**config.mk**
```make
export PLATFORM = sky130hd
export DESIGN_NAME = alu_unit
export DESIGN_NICKNAME = d
export VERILOG_FILES = /design/src/rtl/alu_unit.sv
export SDC_FILE = /design/constraint.sdc
export NUM_CORES = 1
export LEC_CHECK = 0
export BUFFER_PORTS_ARGS = -buffer_cell sky130_fd_sc_hd__buf_2
export CAP_MARGIN = 40
export CORE_MARGIN = 2
export CORE_UTILIZATION = 64
export CTS_CLUSTER_DIAMETER = 80
export DETAILED_ROUTE_END_ITERATION = 10
export PLACE_DENSITY_LB_ADDON = 0.08
export SLEW_MARGIN = 15
export SYNTH_ARGS = -nofsm -noshare
export SYNTH_HDL_FRONTEND = slang
export SYNTH_SLANG_ARGS = --single-unit
```
**constraint.sdc**
```tcl
create_clock -name clk -period 3.1 [get_ports clk]
set_input_delay 0.465 -clock clk [delete_from_list [all_inputs] [get_ports clk]]
set_output_delay 0.465 -clock clk [all_outputs]
set_load 0.01 [all_outputs]
```
**src/rtl/alu_unit.sv**
```systemverilog
// alu_unit: 8-bit registered ALU for the byte-code datapath.
// Single-cycle ops write result on the launch edge. MUL, DIV and MOD are
// iterative, take MD_CYCLES edges and hold busy high while running.
// Optional feature macro: ALU_MULDIV_EN. Defining it builds the MUL/DIV/MOD engine.
// Leaving it undefined makes ops 11-13 reserved and ties busy low.
module alu_unit #(
  parameter int WIDTH     = 8,
  parameter int MD_CYCLES = 8
) (
  input  logic             clk,
  input  logic             rst_n,
  input  logic [WIDTH-1:0] a,
  input  logic [WIDTH-1:0] b,
  input  logic [5:0]       op,
  output logic [WIDTH-1:0] result,
  output logic             busy
);

  localparam logic [5:0] OP_NOP = 6'd0;
  localparam logic [5:0] OP_ADD = 6'd1;
  localparam logic [5:0] OP_SUB = 6'd2;
  localparam logic [5:0] OP_AND = 6'd3;
  localparam logic [5:0] OP_OR  = 6'd4;
  localparam logic [5:0] OP_XOR = 6'd5;
  localparam logic [5:0] OP_NOT = 6'd6;
  localparam logic [5:0] OP_SHL = 6'd7;
  localparam logic [5:0] OP_SHR = 6'd8;
  localparam logic [5:0] OP_INC = 6'd9;
  localparam logic [5:0] OP_DEC = 6'd10;
  localparam logic [5:0] OP_MUL = 6'd11;
  localparam logic [5:0] OP_DIV = 6'd12;
  localparam logic [5:0] OP_MOD = 6'd13;

  localparam logic [WIDTH-1:0] ONE = {{(WIDTH-1){1'b0}}, 1'b1};

  // Last launched {op,a,b}; vld_p0 clear means nothing launched since reset.
  logic [5:0]       op_p0;
  logic [WIDTH-1:0] a_p0;
  logic [WIDTH-1:0] b_p0;
  logic             vld_p0;

  logic             launch;
  logic             is_md;
  logic             md_done;
  logic [WIDTH-1:0] md_res;

  // Single-cycle operation table; ops 11-13 also land on the default
  // (reserved -> 0) when the iterative engine is not built.
  function automatic logic [WIDTH-1:0] alu_eval(input logic [5:0]       f,
                                                input logic [WIDTH-1:0] x,
                                                input logic [WIDTH-1:0] y);
    case (f)
      OP_ADD:  alu_eval = x + y;
      OP_SUB:  alu_eval = x - y;
      OP_AND:  alu_eval = x & y;
      OP_OR:   alu_eval = x | y;
      OP_XOR:  alu_eval = x ^ y;
      OP_NOT:  alu_eval = ~x;
      OP_SHL:  alu_eval = x << y[2:0];
      OP_SHR:  alu_eval = x >> y[2:0];
      OP_INC:  alu_eval = x + ONE;
      OP_DEC:  alu_eval = x - ONE;
      default: alu_eval = '0;
    endcase
  endfunction

  // Launch only while idle, and only for a new triple (or first edge after reset).
  assign launch = !busy && (!vld_p0 || ({op, a, b} != {op_p0, a_p0, b_p0}));

`ifdef ALU_MULDIV_EN
  localparam int CNT_W = (MD_CYCLES > 1) ? $clog2(MD_CYCLES) : 1;
  localparam logic [CNT_W-1:0] CNT_LAST = CNT_W'(MD_CYCLES - 1);

  // ---- stage p1: iterative multiply / restoring divide ----
  logic             busy_p1;
  logic [CNT_W-1:0] cnt_p1;
  logic             mul_p1;
  logic             mod_p1;
  logic [WIDTH-1:0] mcand_p1;
  logic [WIDTH-1:0] mplier_p1;
  logic [WIDTH-1:0] acc_p1;
  logic [WIDTH-1:0] rem_p1;
  logic [WIDTH-1:0] quo_p1;
  logic [WIDTH-1:0] dvsr_p1;

  logic [WIDTH-1:0] acc_nx;
  logic [WIDTH:0]   rem_sh;
  logic [WIDTH-1:0] rem_nx;
  logic [WIDTH-1:0] quo_nx;

  assign is_md   = (op == OP_MUL) || (op == OP_DIV) || (op == OP_MOD);
  assign busy    = busy_p1;
  assign md_done = busy_p1 && (cnt_p1 == CNT_LAST);
  assign md_res  = mul_p1 ? acc_nx : (mod_p1 ? rem_nx : quo_nx);

  // One shift-add bit and one restoring-division bit per cycle. A zero
  // divisor always "subtracts", naturally giving quotient all-ones and
  // remainder equal to the dividend.
  always_comb begin
    acc_nx = acc_p1 + (mplier_p1[0] ? mcand_p1 : '0);
    rem_sh = {rem_p1, quo_p1[WIDTH-1]};
    rem_nx = rem_sh[WIDTH-1:0];
    quo_nx = {quo_p1[WIDTH-2:0], 1'b0};
    if (rem_sh >= {1'b0, dvsr_p1}) begin
      rem_nx = WIDTH'(rem_sh - {1'b0, dvsr_p1});
      quo_nx = {quo_p1[WIDTH-2:0], 1'b1};
    end
  end

  // Iteration control: busy and cycle counter, abandoned on reset.
  always_ff @(posedge clk or negedge rst_n) begin
    if (!rst_n) begin
      busy_p1 <= 1'b0;
      cnt_p1  <= '0;
    end else if (md_done) begin
      busy_p1 <= 1'b0;
      cnt_p1  <= '0;
    end else if (busy_p1) begin
      cnt_p1  <= cnt_p1 + 1'b1;
    end else if (launch && is_md) begin
      busy_p1 <= 1'b1;
      cnt_p1  <= '0;
    end
  end

  // Iteration datapath: operands latched at launch, then stepped each cycle.
  always_ff @(posedge clk) begin
    if (busy_p1) begin
      acc_p1    <= acc_nx;
      mcand_p1  <= mcand_p1 << 1;
      mplier_p1 <= mplier_p1 >> 1;
      rem_p1    <= rem_nx;
      quo_p1    <= quo_nx;
    end else if (launch && is_md) begin
      mul_p1    <= (op == OP_MUL);
      mod_p1    <= (op == OP_MOD);
      acc_p1    <= '0;
      mcand_p1  <= a;
      mplier_p1 <= b;
      rem_p1    <= '0;
      quo_p1    <= a;
      dvsr_p1   <= b;
    end
  end
`else
  assign is_md   = 1'b0;
  assign busy    = 1'b0;
  assign md_done = 1'b0;
  assign md_res  = '0;
`endif

  // ---- stage p0: launch tracking ----
  // Record the launched triple so identical inputs never relaunch.
  always_ff @(posedge clk or negedge rst_n) begin
    if (!rst_n) begin
      op_p0  <= '1;
      a_p0   <= '1;
      b_p0   <= '1;
      vld_p0 <= 1'b0;
    end else if (launch) begin
      op_p0  <= op;
      a_p0   <= a;
      b_p0   <= b;
      vld_p0 <= 1'b1;
    end
  end

  // Result register: single-cycle ops on launch (NOP holds), iterative ops on completion.
  always_ff @(posedge clk or negedge rst_n) begin
    if (!rst_n) begin
      result <= '0;
    end else if (md_done) begin
      result <= md_res;
    end else if (launch && !is_md && (op != OP_NOP)) begin
      result <= alu_eval(op, a, b);
    end
  end

endmodule

```
# After elaboration in Yosys (flattened, before gate mapping)
# Cells that the tools add are included.
# W data, S select, Z words.
[word_totals] regBits=31 in_bits=24 out_inout_bits=9 word_cells=31
[classes] addsub=4 n_eq_ne=11 shift=2 n_mux=1 bitwise_logic=4 reduce_logical=4
[op_table] op="$pmux W8 S10" n=1
[op_table] op="$eq A6 B3 Y1 const B" n=4
[op_table] op="$ne A22 B22 Y1" n=1
[op_table] op="$eq A6 B4 Y1 const B" n=3
[op_table] op="$eq A6 B2 Y1 const B" n=2
[op_table] op="$add A8 B1 Y8 const B" n=1
[op_table] op="$add A8 B8 Y8" n=1
[op_table] op="$and A8 B8 Y8" n=1
[op_table] op="$not A8 Y8" n=1
[op_table] op="$or A8 B8 Y8" n=1
[op_table] op="$shl A8 B3 Y8" n=1
[op_table] op="$shr A8 B3 Y8" n=1
[op_table] op="$sub A8 B1 Y8 const B" n=1
[op_table] op="$sub A8 B8 Y8" n=1
[op_table] op="$xor A8 B8 Y8" n=1
[op_table] op="$eq A6 B1 Y1 const B" n=1
[op_table] op="$reduce_bool A6 Y1" n=1
[op_table] op="$logic_and A1 B1 Y1" n=1
[op_table] op="$logic_not A1 Y1" n=1
[op_table] op="$logic_or A1 B1 Y1" n=1

# Logic depth before layout (Yosys ltp)
# Gate-level depths: netlist of run 1.
[depth] word_depth=3 depth_mapped=15 depth_no_buf=12

# Worst setup path after synthesis of run 1
# Ideal clock, no wire load.
[synth_path] path_type="input to register" start="input b[0]" end="register result[7]" setup_ps=82 t_arrival_ps=3372 required_time_ps=3018 path_slack_ps=-354 cell_stages=15 path_buffers=3 cell_sequence="buf_2 buf_1 clkbuf_1 inv_1 ha_1 nand3_1 xnor2_1 a21oi_1 ha_1 o211ai_1 a21oi_1 a2111oi_0 o21bai_1 or3_1 a31oi_1"
[synth_via] elab_chain_len=3
[synth_lines] item="start, declared" line_no="13" text="input logic [WIDTH-1:0] b,"
[synth_lines] item="branches (longest 3 deep; another with $sub A8 B8 Y8)"
[synth_lines] item="end signal, assigned" line_no="173" text="result <= md_res;"
[synth_lines] item="end signal, assigned" line_no="175" text="result <= alu_eval(op, a, b);"
[synth_lines] item="end, declared" line_no="15" text="output logic [WIDTH-1:0] result,"
# Parallel ways; which one is timed is not known.
# A chain may end at the register's enable or synchronous reset.

# Worst setup path in the final report of run 1
[layout_path] start="input b[2]" end="register result[7]"
# Same word-level chain as after synthesis.

==> results of run 1 <==
final timing paths:
kind	cells after the start	slack [ps]	startpoint	end
max	11	290	b[2]	result[7]
min	1	210	rst_n	result[0]
max reg2reg	7	1190	a_p0[1]	result[5]
min reg2reg	2	530	result[1]	result[1]
max in group asynchronous	1	2450	rst_n	vld_p0
min in group clk	1	330	op[2]	op_p0[2]
cells in the mapped netlist, drive strengths merged (6+ instances only):
library cell,count
nor2b,10
dfstp,22
nor3,7
ha,26
clkbuf,42
nand2,14
a21oi,26
xnor2,27
o21ai,11
a211oi,17
inv,19
nand3,6
nor2,28
dfrtp,9
metal layers:
layer | track usage | vias to the layer above | routed length [um]
met1 | 0.4950 | 1220 | 3517
li1 | - | 1244 | -
met2 | 0.5051 | 173 | 3446
met5 | 0 | - | 0
met4 | 0.1111 | 0 | 259
met3 | 0.07595 | 23 | 868
power by group through the flow:
stage | Sequential, W | Clock, W | Combinational [W]
2_1_floorplan | 0.000456 | 0 | 0.000224
3_3_place_gp | 0.000453 | 0 | 0.000329
3_5_place_dp | 0.000455 | 0 | 0.000331
4_1_cts | 0.000448 | 0.000317 | 0.000333
5_1_grt | 0.000450 | 0.000333 | 0.000373
6_report | 0.000448 | 0.000308 | 0.000340
final cells by class:
class | count | area, um^2 | area share
multi-input combinational | 250 | 1852 | 0.5813
clock buffer | 6 | 72.57 | 0.02278
inverter | 20 | 75.07 | 0.02357
timing repair buffer | 51 | 305.3 | 0.09584
sequential | 31 | 803.3 | 0.2522
clock inverter | 2 | 12.51 | 0.003928
tap | 52 | 65.06 | 0.02042
stage by stage:
stage | instances | setup slack, ps | area, um^2 | hold WS, ps
4_1_cts | 412 | 300.6 | 3184 | 243.1
6_report | 412 | 288.4 | 3186 | 213.7
5_1_grt | 412 | 90.52 | 3186 | 274.5
3_5_place_dp | 404 | 18.53 | 3099 | 513.8
2_1_floorplan | 348 | 11.11 | 2927 | 169.4
3_3_place_gp | 403 | -33.34 | 3092 | 504.2
critical path, cell delays in order:
cell and delay [ps]:
buf_2 170, nor3_1 540, xnor2_1 200, a21oi_1 90
ha_1 340, o211ai_1 100, a21oi_1 90, a2111oi_1 380
o21bai_1 140, or3_1 350, a31oi_1 150
sequential cells by signal, summed over array words and instances, names as in the netlist:
signal,cells
b_p0,8
op_p0,6
a_p0,8
result,8
vld_p0,1
kinds of logic (layout without fill, tap and decap cells):
logic type      count (synthesis)  after routing
simple gates                   92             92
compound gates                 88             88
buf+inv                        67             79
xor+xnor                       31             31
flops                          31             31
fa+ha+maj                      27             27
mux                            10             10
other cells                     2              2
timing repair:
action	CTS	global route
hold buffers	0	0
gates resized for setup	0	1
setup endpoints to repair	0	1
==> flow_metrics.py, run 1 <==
metrics = {
    "synthesis": {
        "synth_compound_area_frac": 0.2010,
        "syn-instance-count": 348,
        "synthMuxAreaShare": 0.05615,
        "syn_area_per_cell_um2": 8.388,
        "synth_xor_area_frac": 0.09301,
        "synth_edf_count": 0,
        "yosysWarnings": 0,
        "yosysSeqAreaShare": 0.2752,
        "synth_adder_area_share": 0.1183,
        "async_reset_ff_frac": 1.000,
        "synth_top_family_by_area": "compound AO/OA/AOI/OAI gates",
        "yosys.cell_types.count": 52,
        "syn_nets": 399,
        "synth_top_area_cell": "dfstp_2",
        "synth-seq-cells": 31,
        "yosys.area_share.simple": 0.1629,
        "ys_top_cells_by_area": "dfstp_2 20%, ha_1 11%, xnor2_1 8.1%, dfrtp_1 7.7%, clkbuf_1 5.4%",
        "synth-main-ff-cell": "dfstp_2",
        "synth_area_um2": 2919,
        "yosysTopAreaCellShare": 0.1980,
    },
    "job": {
        "maxCapViolations": 0,
    },
    "layout": {
        "layout_commonest_cell": "buf_2",
        "finish.net_count": 410,
        "layout.filler_cells": 346,
        "areaGrowthSynthToFinish_pct": 9.130,
        "drive_gt1_frac": 0.2528,
        "utilization": 0.7266,
        "final_cell_mix": "31 x buf_2, 28 x nor2_1, 27 x xnor2_1, 26 x a21oi_1, 26 x ha_1",
        "insertedDiodeCount": 0,
    },
    "pwr": {
        "seqPwrFrac": 0.408,
        "p_comb_frac": 0.310,
        "power_switching_w": 0.0003615,
        "p_leak_nw": 1.351,
        "p_int_w": 0.0007348,
        "switching_share": 0.3298,
        "ir_drop_mv": 0.4029,
        "p_clk_frac": 0.281,
        "cellPowerDensity_nw_per_um2": 344.2,
        "finalPower_w": 0.001096,
    },
    "clocking": {
        "cts_max_level": 2,
        "numCtsBuffers": 5,
        "clk_pin_slew_ps": 70,
        "clk_latency_ps": 280,
        "cts_sinks": 31,
        "clk_path_buf_depth": 2,
        "cts_tree": "done",
        "clockRootBuffer": "clkbuf_8",
        "post-cts-setup-buffers": 0,
    },
    "global_route": {
        "grt_pass1_vias": 2516,
        "overflow": 0,
        "grtUsageTotal": 0.3405,
        "antenna_found_initial": 0,
        "grt_max_degree": 32,
        "grt_pass1_wl_um": 13340,
    },
    "worst_setup_path": {
        "required_ps": 3310,
        "crit_arrival_ps": 3020,
        "startpoint_type": "input port",
        "crit_type": "input port to flop",
        "endpoint_kind": "flop",
        "path_max_fanout": 8,
    },
    "timing": {
        "finalSetupViolCount": 0,
        "period_needed_ps": 2812,
        "tightest_slew_ps": 805.5,
        "rsz0062_at_grt": "false",
        "finalHoldViolations": 0,
        "tns_ps": 0,
        "skew_ps": 3.250,
        "period_share": 0.9070,
        "slew_headroom": 0.4573,
        "fmax_ghz": 0.3557,
        "finalMaxSlewViolations": 0,
    },
    "floorplanning": {
        "die_w_um": 71.54,
        "io_pins": 33,
        "dieArea_um2": 5117,
        "fp-row-count": 24,
        "coreArea_um2": 4384,
        "dieHeight_um": 71.54,
        "start_util": 0.6658,
    },
    "drt": {
        "vias_per_cell": 6.456,
        "wl_per_cell_um": 19.64,
        "drtPass1Iterations": 5,
        "routed_wl_um": 8091,
        "num_vias": 2660,
        "drc": 0,
        "antenna_left": 0,
        "first_iter_violations": 462,
    },
    "place": {
        "numPortBuffers": 31,
        "dp_hpwl_um": 6129,
        "gp_congestion": 1.013,
    },
    "status": {
        "status": "finished clean",
    },
    "hold_path": {
        "holdCritPathClass": "input port to async pin",
    },
}
(Power assumes the default switching activity.)
==> inputs of run 2 (changes only) <==
Settings changed: CORE_UTILIZATION 64 to 60, TNS_END_PERCENT set to 50.
Clock period 3.1 ns to 2.7 ns, I/O delays scaled along.
==> run 2 against run 1 <==
Design area rose by 8.8%. Total power is 31% higher. Largest power group unchanged. Register-to-register slack worse by 360 ps. Via count up 7.7%. Worst setup slack worse by 210 ps. Combinational power rose by 28%. Critical path depth rose by 2. Wire length rose by 4.6%. Flip-flop and latch count stayed put.
==> flow_metrics.py, run 2 (same netlist as run 1, synthesis figures left out) <==
metrics = {
    "status": {
        "status": "finished clean",
    },
    "clocking": {
        "cts_tree": "done",
        "numCtsBuffers": 5,
        "clk_latency_ps": 290,
        "clk_pin_slew_ps": 70,
        "clockRootBuffer": "clkbuf_8",
        "cts_sinks": 31,
        "cts_max_level": 2,
        "post-cts-setup-buffers": 0,
        "clk_path_buf_depth": 2,
        "hold_buffers": 0,
    },
    "pwr": {
        "cellPowerDensity_nw_per_um2": 414.4,
        "finalPower_w": 0.001437,
        "p_leak_nw": 1.515,
        "ir_drop_mv": 0.2957,
    },
    "timing": {
        "slew_headroom": 0.5869,
        "period_needed_ps": 2620,
        "worst_slack_ps": 80.37,
        "tightest_slew_ps": 604.1,
        "finalHoldViolations": 0,
        "period_share": 0.9702,
        "finalMaxSlewViolations": 0,
        "fmax_ghz": 0.3817,
        "skew_ps": 2.528,
        "holdWs_ps": 126.1,
        "finalSetupViolCount": 0,
    },
    "worst_setup_path": {
        "cp_top_family": "compound AO/OA/AOI/OAI gates",
        "crit_buf_inv": 2,
        "cp_cell_sequence": "buf_2, nor2b_1, o21a_1, nand2_1, nand2_1, ha_1, fa_1, nor2b_1, o31a_1, a211oi_1, a2111oi_0, buf_4, a21oi_1",
        "required_ps": 2880,
        "path_max_fanout": 7,
        "startpoint_type": "input port",
        "crit_arrival_ps": 2800,
        "endpoint_kind": "flop",
        "crit_type": "input port to flop",
        "critical-path-max-stage-delay_ps": 500,
        "slowest_stage": "a2111oi_0",
    },
    "floorplanning": {
        "io_pins": 33,
        "fp-row-count": 25,
        "start_util": 0.6221,
        "coreArea_um2": 4692,
        "dieHeight_um": 73.75,
        "die_w_um": 73.75,
        "dieArea_um2": 5439,
    },
    "drt": {
        "routed_wl_um": 8465,
        "wl_per_cell_um": 19.11,
        "antenna_left": 0,
        "first_iter_violations": 358,
        "drc": 0,
        "num_vias": 2865,
        "drtPass1Iterations": 5,
        "vias_per_cell": 6.467,
    },
    "place": {
        "dp.cells": 435,
        "postPlaceCellArea_um2": 3343,
        "gp_congestion": 0.9470,
        "numPortBuffers": 31,
        "dp_slack_ps": -128.3,
        "dp_hpwl_um": 6332,
    },
    "layout": {
        "reg_top3": "a_p0 (8), b_p0 (8), result (8)",
        "insertedDiodeCount": 0,
        "layout_commonest_cell": "buf_4",
        "areaGrowthSynthToFinish_pct": 18.77,
        "finish.net_count": 439,
        "drive_gt1_frac": 0.3239,
        "final_cell_area_um2": 3467,
        "final_cell_mix": "49 x buf_4, 31 x buf_2, 28 x nor2_1, 27 x xnor2_1, 26 x a21oi_1",
        "stdcell_count": 443,
    },
    "global_route": {
        "antenna_found_initial": 0,
        "grt_pass1_vias": 2545,
        "grtUsageTotal": 0.3245,
        "overflow": 0,
        "grt_max_degree": 32,
        "grt_pass1_wl_um": 12970,
    },
    "hold_path": {
        "holdCritPathClass": "input port to async pin",
    },
    "job": {
        "maxCapViolations": 0,
    },
}
## run 2: what timing repair did
item,in CTS,in global routing
gates resized for setup,0,2
setup endpoints to repair,0,1
hold endpoints to repair,0,0
## run 2: where the power goes
part / internal (W) / switching [W] / total, W
Clock: 0.000299 / 0.000191 / 0.000489
Sequential: 0.000503 / 0.0000110 / 0.000514
Combinational: 0.000194 / 0.000240 / 0.000434
## run 2: path summary, 6_finish.rpt
check | startpoint | endpoint | slack (ps) | cells after the start
setup reg to reg | a_p0[1] | result[7] | 830 | 7
setup / recovery | op[1] | result[4] | 80 | 13
max in group asynchronous | rst_n | vld_p0 | 2150 | 1
min in group clk | b[7] | b_p0[7] | 270 | 1
hold reg to reg | result[0] | result[0] | 520 | 2
hold / removal | rst_n | result[1] | 130 | 1
## run 2: layer usage
layer | global-route usage | share of wire | vias up
met4 | 0.1616 | 0.055 | 0
met1 | 0.4280 | 0.40 | 1338
met3 | 0.05624 | 0.091 | 51
li1 | - | - | 1304
met2 | 0.5099 | 0.45 | 172
met5 | 0 | 0 | -
## run 2: per-stage QoR
stage,utilization,TNS [ps]
floorplan,-,-26.51
global placement,0.7125,-193.0
detailed placement,0.7125,-306.2
CTS,0.7376,0
global route,0.7389,-120.9
finish,0.7389,0
## run 2: layout make-up
type / count / area (um^2)
repair buffers: 80 / 523.0
fillers: 383 / 1225
inverters: 20 / 81.33
clock buffers: 6 / 82.58
clock inverters: 2 / 35.03
well taps: 54 / 67.56
flip-flops and latches: 31 / 803.3
multi-input cells: 250 / 1874
==> inputs of run 3 (changes only) <==
Settings changed: MAX_ROUTING_LAYER set to met4, PLACE_DENSITY set to 0.81, PLACE_DENSITY_LB_ADDON 0.08 to not set.
==> run 3 against run 2 <==
Global-route usage is 0.30 points higher. Combinational power is 0.9% higher. Via count is 1.2% lower. Largest cell class unchanged. Core utilization is 0.61 points higher. Clock skew is 5.3 ps higher. Flip-flop and latch count stayed put. Clock-buffer cell count stayed put. Worst hold slack better by 1.8 ps.
==> flow_metrics.py, run 3 (same netlist as run 1, synthesis figures left out) <==
metrics = {
    "pwr": {
        "ir_drop_mv": 0.3218,
        "seqPwrFrac": 0.358,
        "p_int_w": 0.001001,
        "p_clk_frac": 0.337,
        "power_switching_w": 0.0004334,
        "switching_share": 0.3021,
        "cellPowerDensity_nw_per_um2": 410.4,
        "p_comb_frac": 0.306,
        "p_leak_nw": 1.531,
    },
    "timing": {
        "period_share": 0.9520,
        "finalHoldViolations": 0,
        "finalSetupViolCount": 0,
        "slew_headroom": 0.3844,
        "tns_ps": 0,
        "period_needed_ps": 2570,
        "fmax_ghz": 0.3890,
        "skew_ps": 7.810,
        "tightest_slew_ps": 913.7,
        "rsz0062_at_grt": "true",
        "finalMaxSlewViolations": 0,
    },
    "clocking": {
        "cts_sinks": 31,
        "cts_max_level": 2,
        "clk_path_buf_depth": 2,
        "cts_tree": "done",
        "hold_buffers": 0,
        "clk_pin_slew_ps": 70,
        "numCtsBuffers": 5,
        "clockRootBuffer": "clkbuf_8",
        "clk_latency_ps": 290,
    },
    "worst_setup_path": {
        "startpoint_type": "input port",
        "worst_r2r_startpoint": "a_p0[7]",
        "endpoint_kind": "flop",
        "required_ps": 2840,
        "slowest_stage": "ha_1",
        "crit_arrival_ps": 2710,
        "critical-path-max-stage-delay_ps": 390,
        "cp_cell_sequence": "buf_2, nor3b_2, nand2_1, a21oi_1, a21oi_1, ha_1, o211ai_1, a21oi_1, a211oi_2, xnor2_1, a221oi_1, a31oi_1",
        "path_max_fanout": 8,
        "critPathMostFrequentCell": "a21oi_1",
        "crit_type": "input port to flop",
        "worstSetupStartpoint": "op[0]",
        "crit_buf_inv": 1,
        "cp_top_family": "compound AO/OA/AOI/OAI gates",
    },
    "global_route": {
        "grt_pass1_vias": 2580,
        "antenna_found_initial": 0,
        "grt_pass1_wl_um": 12880,
        "grt_max_degree": 32,
        "grt.busiest_layer": "met2",
        "gr-usage-met1": 0.4105,
        "overflow": 0,
        "grt_use_met2": 0.5000,
        "met3_usage": 0.07407,
        "grtUsageTotal": 0.3275,
    },
    "layout": {
        "utilization": 0.7451,
        "layout.filler_cells": 345,
        "layout_commonest_cell": "buf_4",
        "stdcell_count": 446,
        "areaGrowthSynthToFinish_pct": 19.76,
        "finish.net_count": 442,
        "reg_top3": "a_p0 (8), b_p0 (8), result (8)",
        "final_cell_mix": "52 x buf_4, 31 x buf_2, 28 x nor2_1, 27 x xnor2_1, 26 x a21oi_1",
        "insertedDiodeCount": 0,
        "drive_gt1_frac": 0.3316,
    },
    "drt": {
        "drtPass1Iterations": 5,
        "vias_per_cell": 6.348,
        "routed_wl_um": 8268,
        "num_vias": 2831,
        "antenna_left": 0,
        "drc": 0,
        "first_iter_violations": 345,
        "wl_per_cell_um": 18.54,
    },
    "place": {
        "gp_congestion": 1.041,
        "numPortBuffers": 31,
        "dp_hpwl_um": 6268,
        "dp.cells": 438,
    },
    "hold_path": {
        "holdCritPathClass": "input port to async pin",
    },
    "status": {
        "status": "finished clean",
    },
    "floorplanning": {
        "die_w_um": 73.75,
        "coreArea_um2": 4692,
        "fp-row-count": 25,
        "start_util": 0.6221,
        "dieArea_um2": 5439,
        "io_pins": 33,
        "dieHeight_um": 73.75,
    },
    "job": {
        "maxCapViolations": 0,
    },
}
## run 3: final timing paths
| path | cells past startpoint | end | slack [ps] |
|---|---|---|---|
| max in group asynchronous | 1 | vld_p0 | 2150 |
| worst min register to register | 2 | result[0] | 520 |
| min in group clk | 1 | b_p0[7] | 270 |
| worst max-delay path | 12 | result[5] | 130 |
| worst min-delay path | 1 | result[3] | 130 |
| worst max register to register | 7 | result[5] | 780 |
## run 3: power by group through the flow
| stage | sequential (W) | combinational (W) | clock [W] |
|---|---|---|---|
| after floorplan | 0.000524 | 0.000265 | 0 |
| after detailed placement | 0.000522 | 0.000422 | 0 |
| after CTS | 0.000514 | 0.000425 | 0.000493 |
| after global placement | 0.000520 | 0.000413 | 0 |
| after global routing | 0.000517 | 0.000478 | 0.000512 |
| final | 0.000514 | 0.000438 | 0.000483 |
## run 3: through the flow
step           total power (W)  cell area, um^2  hold WS (ps)  worst slack [ps]
5_1_grt               0.001506             3496         176.9            -19.31
4_1_cts               0.001433             3483         139.6             149.4
6_report              0.001435             3496         127.9             129.6
3_3_place_gp         0.0009331             3358         455.7            -209.9
3_5_place_dp         0.0009438             3366         456.2            -151.8
2_1_floorplan        0.0007883             2978         109.4            -26.51
## run 3: metal layers
layer,vias up,wire length (um)
li1,1311,-
met1,1297,3270
met2,181,3704
met3,42,909
met4,0,384
met5,-,0
## run 3: cell type report
| type | instances | area [um^2] | share of cell area |
|---|---|---|---|
| multi-input cells | 250 | 1881 | 0.5379 |
| inverters | 20 | 81.33 | 0.02326 |
| repair buffers | 83 | 545.5 | 0.1560 |
| flip-flops and latches | 31 | 803.3 | 0.2298 |
| clock buffers | 6 | 82.58 | 0.02362 |
| well taps | 54 | 67.56 | 0.01933 |
| clock inverters | 2 | 35.03 | 0.01002 |
## run 3: what timing repair did
item | CTS | global route
setup buffers | 0 | 0
endpoints found under the setup margin | 0 | 3
hold endpoints to repair | 0 | 0
resized for setup | 0 | 4
